$ cat config.mk
export PLATFORM = sky130hd
export DESIGN_NAME = mpsoc_or1k_termination_monitor
export DESIGN_NICKNAME = d
export VERILOG_FILES = /design/src/rtl/mpsoc_or1k_termination_monitor.sv
export SDC_FILE = /design/constraint.sdc
export NUM_CORES = 1
export LEC_CHECK = 0
export CELL_PAD_IN_SITES_DETAIL_PLACEMENT = 1
export CELL_PAD_IN_SITES_GLOBAL_PLACEMENT = 1
export CORE_ASPECT_RATIO = 1.2
export CORE_MARGIN = 1
export CORE_UTILIZATION = 30
export CTS_CLUSTER_DIAMETER = 80
export DETAILED_ROUTE_END_ITERATION = 7
export PLACE_DENSITY_LB_ADDON = 0.12
export SYNTH_ARGS = -nofsm -noshare
export SYNTH_HDL_FRONTEND = slang
export SYNTH_SLANG_ARGS = --single-unit
$ cat constraint.sdc
create_clock -name clk -period 8.4 [get_ports clk]
set_clock_uncertainty 0.05 [all_clocks]
set_input_delay 1.26 -clock clk [delete_from_list [all_inputs] [get_ports clk]]
set_output_delay 1.26 -clock clk [all_outputs]
set_load 0.05 [all_outputs]
$ cat src/rtl/mpsoc_or1k_termination_monitor.sv
// Run-control monitor for a multi-tile OR1K MPSoC: sticky per-core termination tracking,
// run-cycle counting with optional timeout, and per-core stall detection.
module mpsoc_or1k_termination_monitor #(
  parameter int NUM_TILES      = 16,
  parameter int CORES_PER_TILE = 1,
  parameter int CNT_W          = 32,
  parameter int STALL_LIMIT    = 1024,
  localparam int N    = NUM_TILES * CORES_PER_TILE,
  localparam int NT_W = $clog2(N + 1),
  localparam int SC_W = $clog2(STALL_LIMIT + 1)
) (
  input  logic             clk,
  input  logic             rst_n,
  input  logic             start_i,
  input  logic             clear_i,
  input  logic [CNT_W-1:0] timeout_cycles_i,
  input  logic [N-1:0]     termination_i,
  input  logic [N-1:0]     trace_valid_i,
  output logic [1:0]       state_o,
  output logic             done_o,
  output logic             timeout_o,
  output logic [N-1:0]     terminated_mask_o,
  output logic [NT_W-1:0]  num_terminated_o,
  output logic [N-1:0]     stalled_mask_o,
  output logic [CNT_W-1:0] cycle_count_o
);

  typedef enum logic [1:0] {
    IDLE    = 2'd0,
    RUN     = 2'd1,
    DONE    = 2'd2,
    TIMEOUT = 2'd3
  } state_t;

  state_t           state;
  logic [N-1:0]     mask;
  logic [CNT_W-1:0] cycle_count;
  logic [SC_W-1:0]  stall_cnt [N];

  logic [N-1:0] mask_next;
  logic         all_term;
  logic         timeout_hit;

  assign mask_next = mask | termination_i;
  assign all_term  = &mask_next;
  // Extra bit keeps cycle_count+1 from wrapping when the counter is saturated.
  assign timeout_hit = (timeout_cycles_i != '0) &&
                       (({1'b0, cycle_count} + 1'b1) >= {1'b0, timeout_cycles_i});

  // NOTE: sequential state uses non-blocking assignments only, so every flop samples
  // the pre-edge values of its neighbours regardless of statement order.
  always_ff @(posedge clk or negedge rst_n) begin
    if (!rst_n) begin
      state       <= IDLE;
      mask        <= '0;
      cycle_count <= '0;
    end else if (clear_i) begin
      state       <= IDLE;
      mask        <= '0;
      cycle_count <= '0;
    end else begin
      case (state)
        IDLE: begin
          if (start_i) begin
            state       <= RUN;
            mask        <= '0;
            cycle_count <= '0;
          end
        end
        RUN: begin
          mask <= mask_next;
          if (cycle_count != '1) cycle_count <= cycle_count + 1'b1;
          if (all_term)         state <= DONE;
          else if (timeout_hit) state <= TIMEOUT;
        end
        default: ;  // DONE and TIMEOUT hold everything until clear_i
      endcase
    end
  end

  // NOTE: the stall counters are a small array of flops, not a RAM, so resetting every
  // element is cheap and keeps the stalled flags defined straight out of reset.
  always_ff @(posedge clk or negedge rst_n) begin
    if (!rst_n) begin
      for (int k = 0; k < N; k++) stall_cnt[k] <= '0;
    end else if (clear_i || state == IDLE) begin
      for (int k = 0; k < N; k++) stall_cnt[k] <= '0;
    end else if (state == RUN) begin
      for (int k = 0; k < N; k++) begin
        if (trace_valid_i[k] || mask_next[k])
          stall_cnt[k] <= '0;
        else if (stall_cnt[k] != SC_W'(STALL_LIMIT))
          stall_cnt[k] <= stall_cnt[k] + 1'b1;
      end
    end
  end

  // NOTE: every combinational output gets a default before the loop, so no latch forms.
  always_comb begin
    num_terminated_o = '0;
    stalled_mask_o   = '0;
    for (int k = 0; k < N; k++) begin
      num_terminated_o  = num_terminated_o + NT_W'(mask[k]);
      stalled_mask_o[k] = (stall_cnt[k] == SC_W'(STALL_LIMIT)) && !mask[k];
    end
  end

  assign state_o           = state;
  assign done_o            = (state == DONE);
  assign timeout_o         = (state == TIMEOUT);
  assign terminated_mask_o = mask;
  assign cycle_count_o     = cycle_count;

endmodule

==> impl_results.md, run 1 <==
* Status: completed
* Area of the multi-input gates at 0.00717 mm²
* Hold path depth at 1
* Final hold slack at roughly 0.43 ns
* N_diodes at 0
* Startpoint Class: flop
* Initial Util at 0.305
* Critical path class: reg -> out
* CTS root buf: clkbuf_16
* Met3 WL at 1540 µm
* WL met1 at 18,300 µm
* Drt drc at 0
* Synthesized area per cell at between 9 and 10 µm²
* Mapped Cells at 1,476
* Fin. max-slew vios at 0
* CTS hold repair buffers at 0
* Grt ovf at 0
* Die span in x at 195 µm
* # placed instances at ~2,100
* Worst Hold Launch: stall_cnt[32]
* Num rows at 84
* Final Setup Violations at 0
* CTS sink cnt at 226
* Final Non-Filler Cells at about 2,200
* Die area at around 0.046 mm²
* Clock latency at the later pin of the worst-skew pair at roughly 0.56 ns
* CTS tree: yes
* Number of max-cap violations at 0
* Critical path endpoint category: output pin
* Number of synthesized flops with an enable pin at 0
* Share of cells above drive strength 1 at 0.0483
* FFs w/ async S/R, synth at 1.00
* Vias in the first global route at between 10,000 and 15,000
* Clock buffer depth at 3
* Largest net degree at the start of global routing at 126
* Peak supply drop at between 0.1 and 0.15 mV
* Num CTS Buffers at 29
* Worst EP required at between 7 and 8 ns
* Via density at around 5.2
* DR iter-0 viols at approximately 490
* CTS resizes at 0
* Final Hold Vio Count at 0
* Syn_nets at about 1,600
* Crit-path max FO at 7
* First-pass GRT wire length at between 60,000 and 70,000 µm
* Slew HR at 0.215
* Die H at ~230 µm
* Crit path DAT at between 4 and 5 ns
* DP HPWL at roughly 30,000 µm
* DR WL/cell at between 15 and 20 µm
* Unrepaired setup endpoints after global routing: false
* GPL Wtd Cong at 0.796
* Yosys cell types at between 60 and 70
* R2R Path Start: cycle_count_o[0]
* Count of input and output buffers at 140
* Core Box Area at approximately 0.044 mm²
* Drt first pass iters at 4
* H-tree Lvls at 1
* DR vias at between 10,000 and 15,000
* Primary FF master, synth: dfrtp_1
* FMAX at 161 MHz
* Postcts setup bufs at 0
* Syn Std Cell Area at between 0.01 and 0.015 mm²
* Measured slew at the worst slew-check pin at 1.18 ns
* Period Utilization, post-route at 0.738
* Syn-to-layout area delta at 22.3%
* Post-layout min period at 6.20 ns
* Register Area at 0.00566 mm²
* Io pins at 141
* Worst-path clk slew at around 0.06 ns
* Post-synthesis register bit count at around 230
* Yosys warns at 0
* Total track usage at 0.182
* Reg2Reg Depth at 12
* Met2 routed wirelength at 20,000 µm
* Fillers at roughly 5,100
* Initial antenna violation count at 0
* Pwr/cell area at roughly 160 mW/mm²
* HP Class: reg -> reg
* Sequential cell area fraction in the yosys report at 0.422
* Worst setup path startpoint: terminated_mask_o[7]
* Top Metal Used: met4
* Lkg Pwr at slightly below 7 nW
* Final WL at 40,700 µm
* Remaining antenna violation count at 0
* Nets at between 1,500 and 2,000
* TNS Setup at 0 ns
-- stage by stage --
step | area [µm²] | total power [mW] | worst slack [ns] | util
after floorplan | 13400 | 1.26 | 2.90 | -
after global placement | 15400 | 1.39 | 2.76 | 0.351
after detailed placement | 15400 | 1.39 | 2.72 | 0.351
after CTS | 16400 | 2.71 | 2.11 | 0.373
after global routing | 16400 | 2.76 | 2.01 | 0.373
final | 16400 | 2.65 | 2.20 | 0.373
-- layout make-up --
type | instances | area share
Multi-Input combinational cell | 1100 | 0.438
Sequential cell | 226 | 0.345
Timing Repair Buffer | 146 | 0.0893
Clock buffer | 41 | 0.0519
Tap cell | 559 | 0.0427
Inverter | 116 | 0.0266
Clock inverter | 8 | 0.00702
-- layout by cell type, fill, tap and decap left out, types with 57 or more instances in the layout --
| cell type | netlist | routed |
|---|---|---|
| dfrtp_1 | 226 | 226 |
| nor2_1 | 153 | 152 |
| clkdlybuf4s50_1 | 0 | 139 |
| nand2_1 | 116 | 116 |
| inv_1 | 115 | 115 |
| o21ai_0 | 108 | 108 |
| a21oi_1 | 76 | 76 |
| ha_1 | 70 | 70 |
| xor2_1 | 60 | 60 |
| nand4_1 | 59 | 59 |
| xnor2_1 | 57 | 57 |
-- worst max-delay path, cell delays in order (launching register included) --
cell             delay [ns]
dfrtp_1                0.51
inv_1                  0.10
fa_1                   0.53
fa_1                   0.44
fa_1                   0.60
fa_1                   0.43
inv_1                  0.07
ha_1                   0.16
inv_1                  0.06
fa_1                   0.39
nor2b_1                0.12
o21a_1                 0.12
clkdlybuf4s50_1        0.80
-- sequential cells by signal, indices dropped and copies added (netlist names) --
register,cells
cycle_count_o,32
state_o,2
stall_cnt,176
terminated_mask_o,16
-- path summary, 6_finish.rpt --
check	endpoint	slack, ns
setup / recovery	num_terminated_o[4]	2.20
hold / removal	stall_cnt[32]	0.43
setup reg to reg	state_o[1]	4.42
hold reg to reg	stall_cnt[32]	0.43
max in group asynchronous	stall_cnt[138]	6.36
min in group asynchronous	stall_cnt[94]	0.68
-- cells in the mapped netlist, drive strengths merged (11+ instances only) --
| cell | n | area [µm²] |
|---|---|---|
| dfrtp | 226 | 5660 |
| nor2 | 153 | 574 |
| nand2 | 117 | 442 |
| inv | 116 | 435 |
| o21ai | 115 | 576 |
| a21oi | 77 | 389 |
| ha | 70 | 876 |
| nand4 | 61 | 412 |
| xor2 | 60 | 526 |
| xnor2 | 57 | 499 |
| nand3 | 48 | 240 |
| or3 | 47 | 294 |
| nor4 | 37 | 246 |
| and3 | 33 | 209 |
| a22o | 32 | 280 |
| clkbuf | 26 | 97.6 |
| nor3 | 23 | 115 |
| nor4b | 14 | 123 |
| and2 | 13 | 82.6 |
| a21o | 12 | 92.6 |
| or4 | 12 | 90.1 |
| and4 | 11 | 96.3 |
-- power breakdown --
group	leakage (nW)	internal, mW	total [mW]	switching [mW]
Combinational	3.16	0.0927	0.259	0.166
Sequential	3.15	1.10	1.11	0.0140
Clock	0.482	0.786	1.28	0.493
-- logic make-up (layout without fill, tap and decap cells) --
group / count (synthesis) / in the layout / synth area share
AOI/OAI and AO/OA: 302 / 302 / 0.140
xor gates and xnor gates: 117 / 117 / 0.0764
adders and majority gates: 80 / 80 / 0.0802
buffers and inverters: 150 / 311 / 0.0448
DFF: 226 / 226 / 0.422
muxes: 3 / 3 / 0.00243
and+or+nand+nor: 598 / 598 / 0.234
-- layer usage --
| metal | up-vias | GRT usage |
|---|---|---|
| li1 | 5543 | - |
| met4 | 0 | 0.0500 |
| met1 | 5747 | 0.234 |
| met2 | 177 | 0.319 |
| met3 | 54 | 0.0258 |
| met5 | - | 0 |
Power figures use the tool's default switching activity.
==> inputs of run 2 (changes only) <==
clock period = 5.34 ns   (was 8.4 ns; I/O delays follow)
==> impl_results.md, run 2 (same netlist as run 1, synthesis figures left out) <==
* TNS Setup at 0 ns
* Number of flip-flops in the largest register at ~180
* First-pass GRT wire length at 68,200 µm
* Critical path endpoint category: output pin
* Lkg Pwr at roughly 6.8 nW
* Fin util at 0.373
* Unrepaired setup endpoints after global routing: false
* Drt first pass iters at 4
* Grt ovf at 0
* Remaining antenna violation count at 0
* Drt drc at 0
* Measured slew at the worst slew-check pin at ~1.2 ns
* Post-layout min period at about 5 ns
* Crit-path max FO at 6
* Final hold slack at between 0.2 and 0.25 ns
* Fillers at about 5,100
* Period Utilization, post-route at 0.955
* Num rows at 84
* Largest net degree at the start of global routing at between 100 and 150
* Crit path DAT at around 4.3 ns
* Number of max-cap violations at 0
* CTS tree: yes
* Slew HR at 0.207
* CTS root buf: clkbuf_16
* Via density at ~5.2
* Initial antenna violation count at 0
* Worst EP required at around 4.5 ns
* FMAX at slightly below 200 MHz
* DR iter-0 viols at 440
* Postcts setup bufs at 0
* CTS sink cnt at approximately 230
* Startpoint Class: flop
* Nets at 1,775
* CTS resizes at 0
* Die area at approximately 0.046 mm²
* Area of placed instances at approximately 0.016 mm²
* Clock latency at the later pin of the worst-skew pair at ~0.56 ns
* N_diodes at 0
* Io pins at between 100 and 150
* Vias in the first global route at ~13,000
* Syn-to-layout area delta at 22.2%
* Peak supply drop at around 0.21 mV
* Share of cells above drive strength 1 at 0.0546
* CTS hold repair buffers at 0
* Initial Util at 0.305
* Die H at between 200 and 250 µm
* GPL Wtd Cong at approximately 0.8
* Status: completed
* Design area at between 0.015 and 0.02 mm²
* Die span in x at between 150 and 200 µm
* Register with the most flip-flops: stall_cnt
* Final Hold Vio Count at 0
* Clock buffer depth at 3
* Worst-path clk slew at around 0.060 ns
* Fin. max-slew vios at 0
* Commonest cells after routing, fill and taps aside: 225 x dfrtp_1, 152 x nor2_1, 135 x clkdlybuf4s50_1, 116 x nand2_1, 115 x inv_1
* Num CTS Buffers at 28
* Final Setup Violations at 0
* Pwr/cell area at about 240 mW/mm²
* Critical path class: reg -> out
* H-tree Lvls at 1
* Final WL at ~41,000 µm
* Core Box Area at ~0.044 mm²
* Total track usage at 0.186
* Most common cell after layout, fill and taps aside: dfrtp_1
* HP Class: in -> async
* DP HPWL at 30,200 µm
* DR vias at between 10,000 and 15,000
* DR WL/cell at between 15 and 20 µm
* Count of input and output buffers at 140
[run 2: final cells by class]
cell class	count	area [µm²]	area share
inverters	116	435	0.0266
well taps	559	699	0.0427
clock buffers	40	797	0.0486
repair buffers	155	1550	0.0944
clock inverters	10	78.8	0.00481
multi-input cells	1100	7170	0.438
flip-flops and latches	226	5660	0.345
[run 2: path summary, 6_finish.rpt]
path | startpoint | to | slack, ns | cells past startpoint
max | terminated_mask_o[5] | num_terminated_o[4] | 0.24 | 12
min | rst_n | stall_cnt[174] | 0.20 | 1
max reg2reg | cycle_count_o[2] | state_o[1] | 1.52 | 12
min reg2reg | stall_cnt[43] | stall_cnt[43] | 0.44 | 1
max in group asynchronous | rst_n | stall_cnt[141] | 3.80 | 2
min in group clk | stall_cnt[43] | stall_cnt[43] | 0.44 | 1
[run 2: per-stage QoR]
step	setup WS, ns	cells	power (mW)
after floorplan	0.301	1476	1.98
after global placement	0.760	2156	2.19
after detailed placement	0.725	2156	2.20
after CTS	0.123	2206	4.10
after global routing	0.0409	2206	4.19
final	0.243	2206	4.00
[run 2: metal layers]
| layer | GRT usage | part of all wire | vias up |
|---|---|---|---|
| met5 | 0 | 0 | - |
| met4 | 0.0453 | 0.019 | 0 |
| met3 | 0.0274 | 0.038 | 41 |
| met2 | 0.329 | 0.49 | 153 |
| met1 | 0.237 | 0.45 | 5770 |
| li1 | - | - | 5570 |
[run 2: report_power, final]
part | leakage, nW | switching, mW | internal [mW] | total (mW)
clock | 0.438 | 0.769 | 1.08 | 1.85
sequential | 3.15 | 0.0212 | 1.72 | 1.74
combinational | 3.22 | 0.262 | 0.149 | 0.412
[run 2: critical path: stages (launching register included)]
cell     delay [ns]
dfrtp_1        0.44
inv_1          0.11
fa_1           0.57
fa_1           0.44
fa_1           0.56
fa_1           0.42
inv_1          0.07
ha_1           0.16
inv_1          0.06
fa_1           0.40
nor2b_1        0.14
o21a_1         0.17
buf_12         0.14
